$ cat config.mk
export PLATFORM = sky130hd
export DESIGN_NAME = seg_scan_ctrl
export DESIGN_NICKNAME = d
export VERILOG_FILES = /design/src/rtl/seg_scan_ctrl.sv
export SDC_FILE = /design/constraint.sdc
export NUM_CORES = 1
export LEC_CHECK = 0
export BUFFER_PORTS_ARGS = -buffer_cell sky130_fd_sc_hd__buf_2
export CAP_MARGIN = 20
export CORE_UTILIZATION = 55
export CTS_CLUSTER_SIZE = 10
export DETAILED_ROUTE_END_ITERATION = 7
export GPL_TIMING_DRIVEN = 0
export PLACE_DENSITY_LB_ADDON = 0.12
export SLEW_MARGIN = 20
export SYNTH_ARGS = -nofsm -noshare
export SYNTH_HDL_FRONTEND = slang
export SYNTH_SLANG_ARGS = --single-unit
$ cat constraint.sdc
create_clock -name clk -period 8.6 [get_ports clk]
set_input_delay 1.29 -clock clk [delete_from_list [all_inputs] [get_ports clk]]
set_output_delay 1.29 -clock clk [all_outputs]
set_load 0.01 [all_outputs]
$ cat src/rtl/seg_scan_ctrl.sv
// Time-multiplexed scan controller for the score/level display: shares one hex
// decoder across N_DIGITS common-anode digits, with a guard gap before each digit.
module seg_scan_ctrl #(
  parameter int unsigned N_DIGITS = 4,
  parameter int unsigned DIV      = 50000,
  parameter int unsigned GUARD    = 16
) (
  input  logic                    clk,
  input  logic                    rst_n,
  input  logic                    ld_valid,
  output logic                    ld_ready,
  input  logic [4*N_DIGITS-1:0]   ld_data,
  input  logic [N_DIGITS-1:0]     ld_blank,
  output logic [3:0]              num_out,
  output logic                    seg_blank,
  output logic [N_DIGITS-1:0]     an_n,
  output logic [2:0]              digit_idx,
  output logic                    frame_done
);

  localparam int unsigned CNT_W  = $clog2(DIV);
  localparam int unsigned DATA_W = 4 * N_DIGITS;

  localparam logic [CNT_W-1:0] CNT_LAST   = CNT_W'(DIV - 1);
  localparam logic [CNT_W-1:0] GUARD_LAST = CNT_W'(GUARD - 1);
  localparam logic [2:0]       IDX_LAST   = 3'(N_DIGITS - 1);

  typedef enum logic {
    PH_GUARD = 1'b0,
    PH_ON    = 1'b1
  } phase_t;

  phase_t                phase_q, phase_nx;
  logic [CNT_W-1:0]      cnt_q, cnt_nx;
  logic [2:0]            idx_q, idx_nx;
  logic [DATA_W-1:0]     act_data_q, act_data_nx;
  logic [N_DIGITS-1:0]   act_blank_q, act_blank_nx;
  logic [DATA_W-1:0]     pend_data_q, pend_data_nx;
  logic [N_DIGITS-1:0]   pend_blank_q, pend_blank_nx;
  logic                  pend_full_q, pend_full_nx;

  logic                  slot_end;
  logic                  frame_end;
  logic                  accept;

  logic [3:0]            num_d;
  logic                  seg_blank_d;
  logic [N_DIGITS-1:0]   an_n_d;
  logic                  ld_ready_d;
  logic                  nib_blank;

  // State register: phase, scan position, both frame buffers and all outputs.
  always_ff @(posedge clk or negedge rst_n) begin
    if (!rst_n) begin
      phase_q      <= PH_GUARD;
      cnt_q        <= '0;
      idx_q        <= '0;
      act_data_q   <= '0;
      act_blank_q  <= '1;
      pend_data_q  <= '0;
      pend_blank_q <= '0;
      pend_full_q  <= 1'b0;
      num_out      <= '0;
      seg_blank    <= 1'b1;
      an_n         <= '1;
      digit_idx    <= '0;
      frame_done   <= 1'b0;
      ld_ready     <= 1'b1;
    end else begin
      phase_q      <= phase_nx;
      cnt_q        <= cnt_nx;
      idx_q        <= idx_nx;
      act_data_q   <= act_data_nx;
      act_blank_q  <= act_blank_nx;
      pend_data_q  <= pend_data_nx;
      pend_blank_q <= pend_blank_nx;
      pend_full_q  <= pend_full_nx;
      num_out      <= num_d;
      seg_blank    <= seg_blank_d;
      an_n         <= an_n_d;
      digit_idx    <= idx_nx;
      frame_done   <= frame_end;
      ld_ready     <= ld_ready_d;
    end
  end

  // Next-state: slot timing, phase FSM, and pending/active buffer handoff.
  always_comb begin
    phase_nx      = phase_q;
    cnt_nx        = cnt_q + CNT_W'(1);
    idx_nx        = idx_q;
    act_data_nx   = act_data_q;
    act_blank_nx  = act_blank_q;
    pend_data_nx  = pend_data_q;
    pend_blank_nx = pend_blank_q;
    pend_full_nx  = pend_full_q;

    slot_end  = (cnt_q == CNT_LAST);
    frame_end = slot_end && (idx_q == IDX_LAST);
    accept    = ld_valid && ld_ready;

    if (slot_end) begin
      cnt_nx = '0;
      idx_nx = frame_end ? 3'd0 : idx_q + 3'd1;
    end

    unique case (phase_q)
      PH_GUARD: if (cnt_q == GUARD_LAST) phase_nx = PH_ON;
      PH_ON:    if (slot_end)            phase_nx = PH_GUARD;
      default:  phase_nx = PH_GUARD;
    endcase

    if (frame_end && pend_full_q) begin
      act_data_nx  = pend_data_q;
      act_blank_nx = pend_blank_q;
      pend_full_nx = 1'b0;
    end

    // A load on the boundary edge only fills pending; pending was empty then.
    if (accept) begin
      pend_data_nx  = ld_data;
      pend_blank_nx = ld_blank;
      pend_full_nx  = 1'b1;
    end
  end

  // Output decode from next state so registered outputs match same-cycle state.
  always_comb begin
    num_d       = '0;
    nib_blank   = 1'b1;
    an_n_d      = '1;
    seg_blank_d = 1'b1;
    ld_ready_d  = !pend_full_nx;

    for (int i = 0; i < int'(N_DIGITS); i++) begin
      if (idx_nx == 3'(i)) begin
        num_d     = act_data_nx[4*i +: 4];
        nib_blank = act_blank_nx[i];
      end
    end

    if (phase_nx == PH_ON && !nib_blank) begin
      seg_blank_d = 1'b0;
      for (int i = 0; i < int'(N_DIGITS); i++) begin
        if (idx_nx == 3'(i)) an_n_d[i] = 1'b0;
      end
    end
  end

endmodule

Word level (Yosys, flattened, before mapping)
Index checks and enable logic that the tools add are counted.

word-level totals
  register bits after elaboration = 72
  input port bits = 23
  output and inout bits = 14
  word-level logic and storage cells = 53

cells by class
  add/sub/neg operators = 2
  equal/unequal tests = 6
  mux-type cells = 24
  bitwise logic cells = 1
  reductions and logical operators = 7

operators with widths
  kind                     count
  $mux W16                 2
  $mux W4                  6
  $add A16 B1 Y16 const B  1
  $eq A16 B16 Y1 const B   1
  $eq A16 B4 Y1 const B    1
  $mux W1                  13
  $eq A3 B2 Y1 const B     3
  $mux W3                  2
  $logic_and A1 B1 Y1      4
  $add A3 B1 Y3 const B    1
  $eq A3 B1 Y1 const B     1
  $logic_not A3 Y1         1
  $logic_not A1 Y1         2
  $pmux W1 S2              1
  $not A1 Y1               1

Logic depth before layout (Yosys ltp)
  depth after elaboration = 12
  depth in mapped cells = 10
  mapped depth without buffers = 7

Worst setup path before layout
No wires, ideal clock.

  kind = reg2reg
  start = register cnt_q[11]
  end = register num_out[0]
  arrival = 2595 ps
  required time = 8478 ps
  setup slack = 5883 ps
  cell stages (with the launch flop) = 9
  cell sequence = dfrtp_1 > clkbuf_1 > or4_4 > nor4_4 > and2_1 > buf_2 > mux2_2 > a211o_1 > a32o_1

between the ends
  elaborated cells on any way between the ends = 14
  those cells by class = 4 x eq/ne; 7 x mux; 3 x reduce/logical

RTL lines
  what                      line  text
  from (decl)               34    logic [CNT_W-1:0] cnt_q, cnt_nx;
  from (signal assigned)    71    cnt_q <= cnt_nx;
  $eq A16 B16 Y1            98    slot_end = (cnt_q == CNT_LAST);
  $logic_and A1 B1 Y1       99    frame_end = slot_end && (idx_q == IDX_LAST);
  $logic_and A1 B1 Y1       113   if (frame_end && pend_full_q) begin
  $mux W16                  113
  named net act_data_nx[0]  36    logic [DATA_W-1:0] act_data_q, act_data_nx;
  $mux W4 (4 in series)     136   if (idx_nx == 3'(i)) begin
  named net num_d[0]        46    logic [3:0] num_d;
  to (signal assigned)      78    num_out <= num_d;
  to (decl)                 14    output logic [3:0] num_out,

The timed path passes the listed nets, and every way through them passes these cells.
A chain may end at the register's enable or synchronous reset.

Final worst setup path
Same ends and word-level chain as after synthesis.

==> impl_results.md <==
- Status: finished, final reports clean
- Startpoint types: register
- Hold buffer count at cts: 0
- Worst path required time: ~9000 ps
- DIE HEIGHT: 77.4 µm
- First-pass GRT wire length: around 10 mm
- Top_reg_cell synth: dfrtp_1
- Max Cap Viol: 0
- Vias in the first global route: 2,040
- Synth top area share: 0.497
- # IOs: 37
- Synth warn: 0
- Max Fclk: around 340 MHz
- Cell count after synthesis: 270
- CP bufs+invs: 2
- Largest net degree at the start of global routing: 43
- WL final: a little under 6 mm
- Post-CTS Setup Inserts: 0
- Routed via count: around 2,200
- Longest Clk Path Bufs: 2
- Post-synthesis average cell area: about 12 µm²
- Final-stage net count: about 340
- # DRC: 0
- CTS root buffer: clkbuf_8
- # resized after CTS: 0
- Die area: 5990 µm²
- CTS tree: built
- Detailed placement HPWL: 4.07 mm
- Util after Layout: 0.662
- Hold Violations, Final: 0
- TritonCTS Buffers: 9
- Area grow syn2layout: 16.7%
- Gp weighted congestion: 0.844
- Yosys reg bits: a little over 70
- Drt wl/cell: roughly 15 µm
- N_diodes: 0
- Crit Path Max Fanout: 9
- Worst-Margin Slew: about 770 ps
- Die X: 77.4 µm
- GRT overflow: 0
- Clock skew: roughly 13 ps
- Initial antenna violation count: 0
- WP data arrival: approximately 3200 ps
- Critical path class: reg -> reg
- Layout cells sized above 1: 0.297
- Critical path cell sequence: clkbuf_1 > or4_4 > nor4_4 > and2_1 > buf_2 > mux2_2 > a211o_1 > a32o_1
- Iteration-0 DRC Markers: 82
- Hold Crit Class: reg -> reg
- Starting Density: 0.567
- Commonest cells post-synth: dfrtp_1 (62), nand2_1 (37), mux2_2 (25), nand3_1 (13)
- Antenna Violating Nets Remaining: 0
- Delay-heaviest family, CP: simple AND/OR/NAND/NOR gates
- RSZ-0062 raised after global routing: no
- Synth unique cells: 42
- Worst skew pair latency: between 300 and 400 ps
- Peak VDD IR: about 0.12 mV
- Core Footprint: ~5500 µm²
- Sequential area share after synthesis: 0.581
- Crit path largest cell delay: 560 ps
- Post-synth top area cell: dfrtp_1
- Crit end category: register
- TritonRoute pass-1 iters: 4
- Final min period: ~3000 ps
- Total GRT Usage: 0.215
- I/O Buffers: 36
- Mean number of vias per cell: around 5.4
- Top cells by area, synth: dfrtp_1 (50%), mux2_2 (9.0%), dfstp_2 (8.4%), nand2_1 (4.4%), nand3_1 (2.1%)
- Slowest cell on the critical path: or4_4
- Sink Count: 72
- Clock transition at the registers of the reported paths: approximately 70 ps
- Count leader, synth: dfrtp_1
- Slew Limit Fails: 0
- Row Count: 27
- Setup violators final: 0
- P_leak: between 1.5 and 2 nW
- Tcrit/Tclk final: 0.344
- Rel. slew slack: 0.484
- Post-synth ARST share: 1.00
- Fin Setup TNS: 0 ps
- Synthesized Nets: just under 300
- H-Tree Depth: 3
- Synth Cell Area: 3120 µm²
- Pwr dens: roughly 180 nW/µm²
- Post-synth EDFFs: 0
[final timing paths]
check,startpoint,endpoint,slack (ps),cells after the start
max in group asynchronous,rst_n,act_blank_q[1]$_DFF_PN1_,7110,2
max,cnt_q[11]$_DFF_PN0_,num_out[0]$_DFF_PN0_,5640,8
min,cnt_q[0]$_DFF_PN0_,cnt_q[0]$_DFF_PN0_,460,1
min in group asynchronous,rst_n,cnt_q[15]$_DFF_PN0_,870,1
min reg2reg,cnt_q[0]$_DFF_PN0_,cnt_q[0]$_DFF_PN0_,460,1
max reg2reg,cnt_q[11]$_DFF_PN0_,num_out[0]$_DFF_PN0_,5640,8
[kinds of logic (layout without fill, tap and decap cells)]
logic type               count (synthesis)  count (layout)  synth area share
buffers and inverters                   22              75            0.0292
AND/OR/NAND/NOR                         99              99             0.165
AO/OA/AOI/OAI                           29              29            0.0633
flip-flops                              72              72             0.581
XOR/XNOR                                13              13            0.0364
adder cells (fa/ha/maj)                  3               3            0.0112
multiplexers                            32              32             0.114
[final cells by class]
cell class | instances | area (µm²)
Inverter | 10 | 37.5
Sequential cell | 72 | 1810
Clock buffer | 12 | 135
Tap cell | 72 | 90.1
Buffer | 12 | 53.8
Multi-Input combinational cell | 176 | 1220
Fill cell | 427 | 1860
Clock inverter | 4 | 95.1
Timing Repair Buffer | 37 | 203
[flip-flops by register name, summed over array words and instances, names as in the netlist]
register	count
act_data_q	16
pend_blank_q	4
pend_data_q	16
act_blank_q	4
an_n	4
seg_blank	1
ld_ready	1
frame_done	1
pend_full_q	1
idx_q	3
phase_q	1
num_out	4
cnt_q	16
[placed cells by master (no fill, tap or decap), types with 7 or more instances in the layout]
master    count
xnor2_1       7
nor2_1       11
buf_2        39
inv_1        10
dfstp_2      10
nand2_1      37
nand4_1       9
mux2_2       25
clkbuf_1     10
o21ai_0      11
nand3_1      13
clkbuf_8      9
dfrtp_1      62
[layer usage]
layer,GRT usage,vias to the layer above,wire length (µm)
met5,0,-,0
met4,0.111,0,114
met3,0.0435,10,249
met2,0.319,58,2690
met1,0.300,1040,2720
li1,-,1042,-
[where the power goes]
part           leakage [nW]  internal [mW]  switching (mW)
Clock                 0.115          0.193           0.118
Sequential            0.945          0.339               0
Combinational         0.870        0.00457         0.00736
Total                  1.93          0.536           0.126
[through the flow]
stage               setup WS [ps]  hold WS (ps)  std cells  instance area (µm²)  total power, mW
floorplan                    5880           433        270                 3120            0.345
global placement             5630           447        378                 3390            0.356
finish                       5640           462        395                 3650            0.662
detailed placement           5640           454        379                 3420            0.358
global route                 5520           485        395                 3650            0.683
CTS                          5630           464        395                 3650            0.666
(Power assumes the default switching activity.)
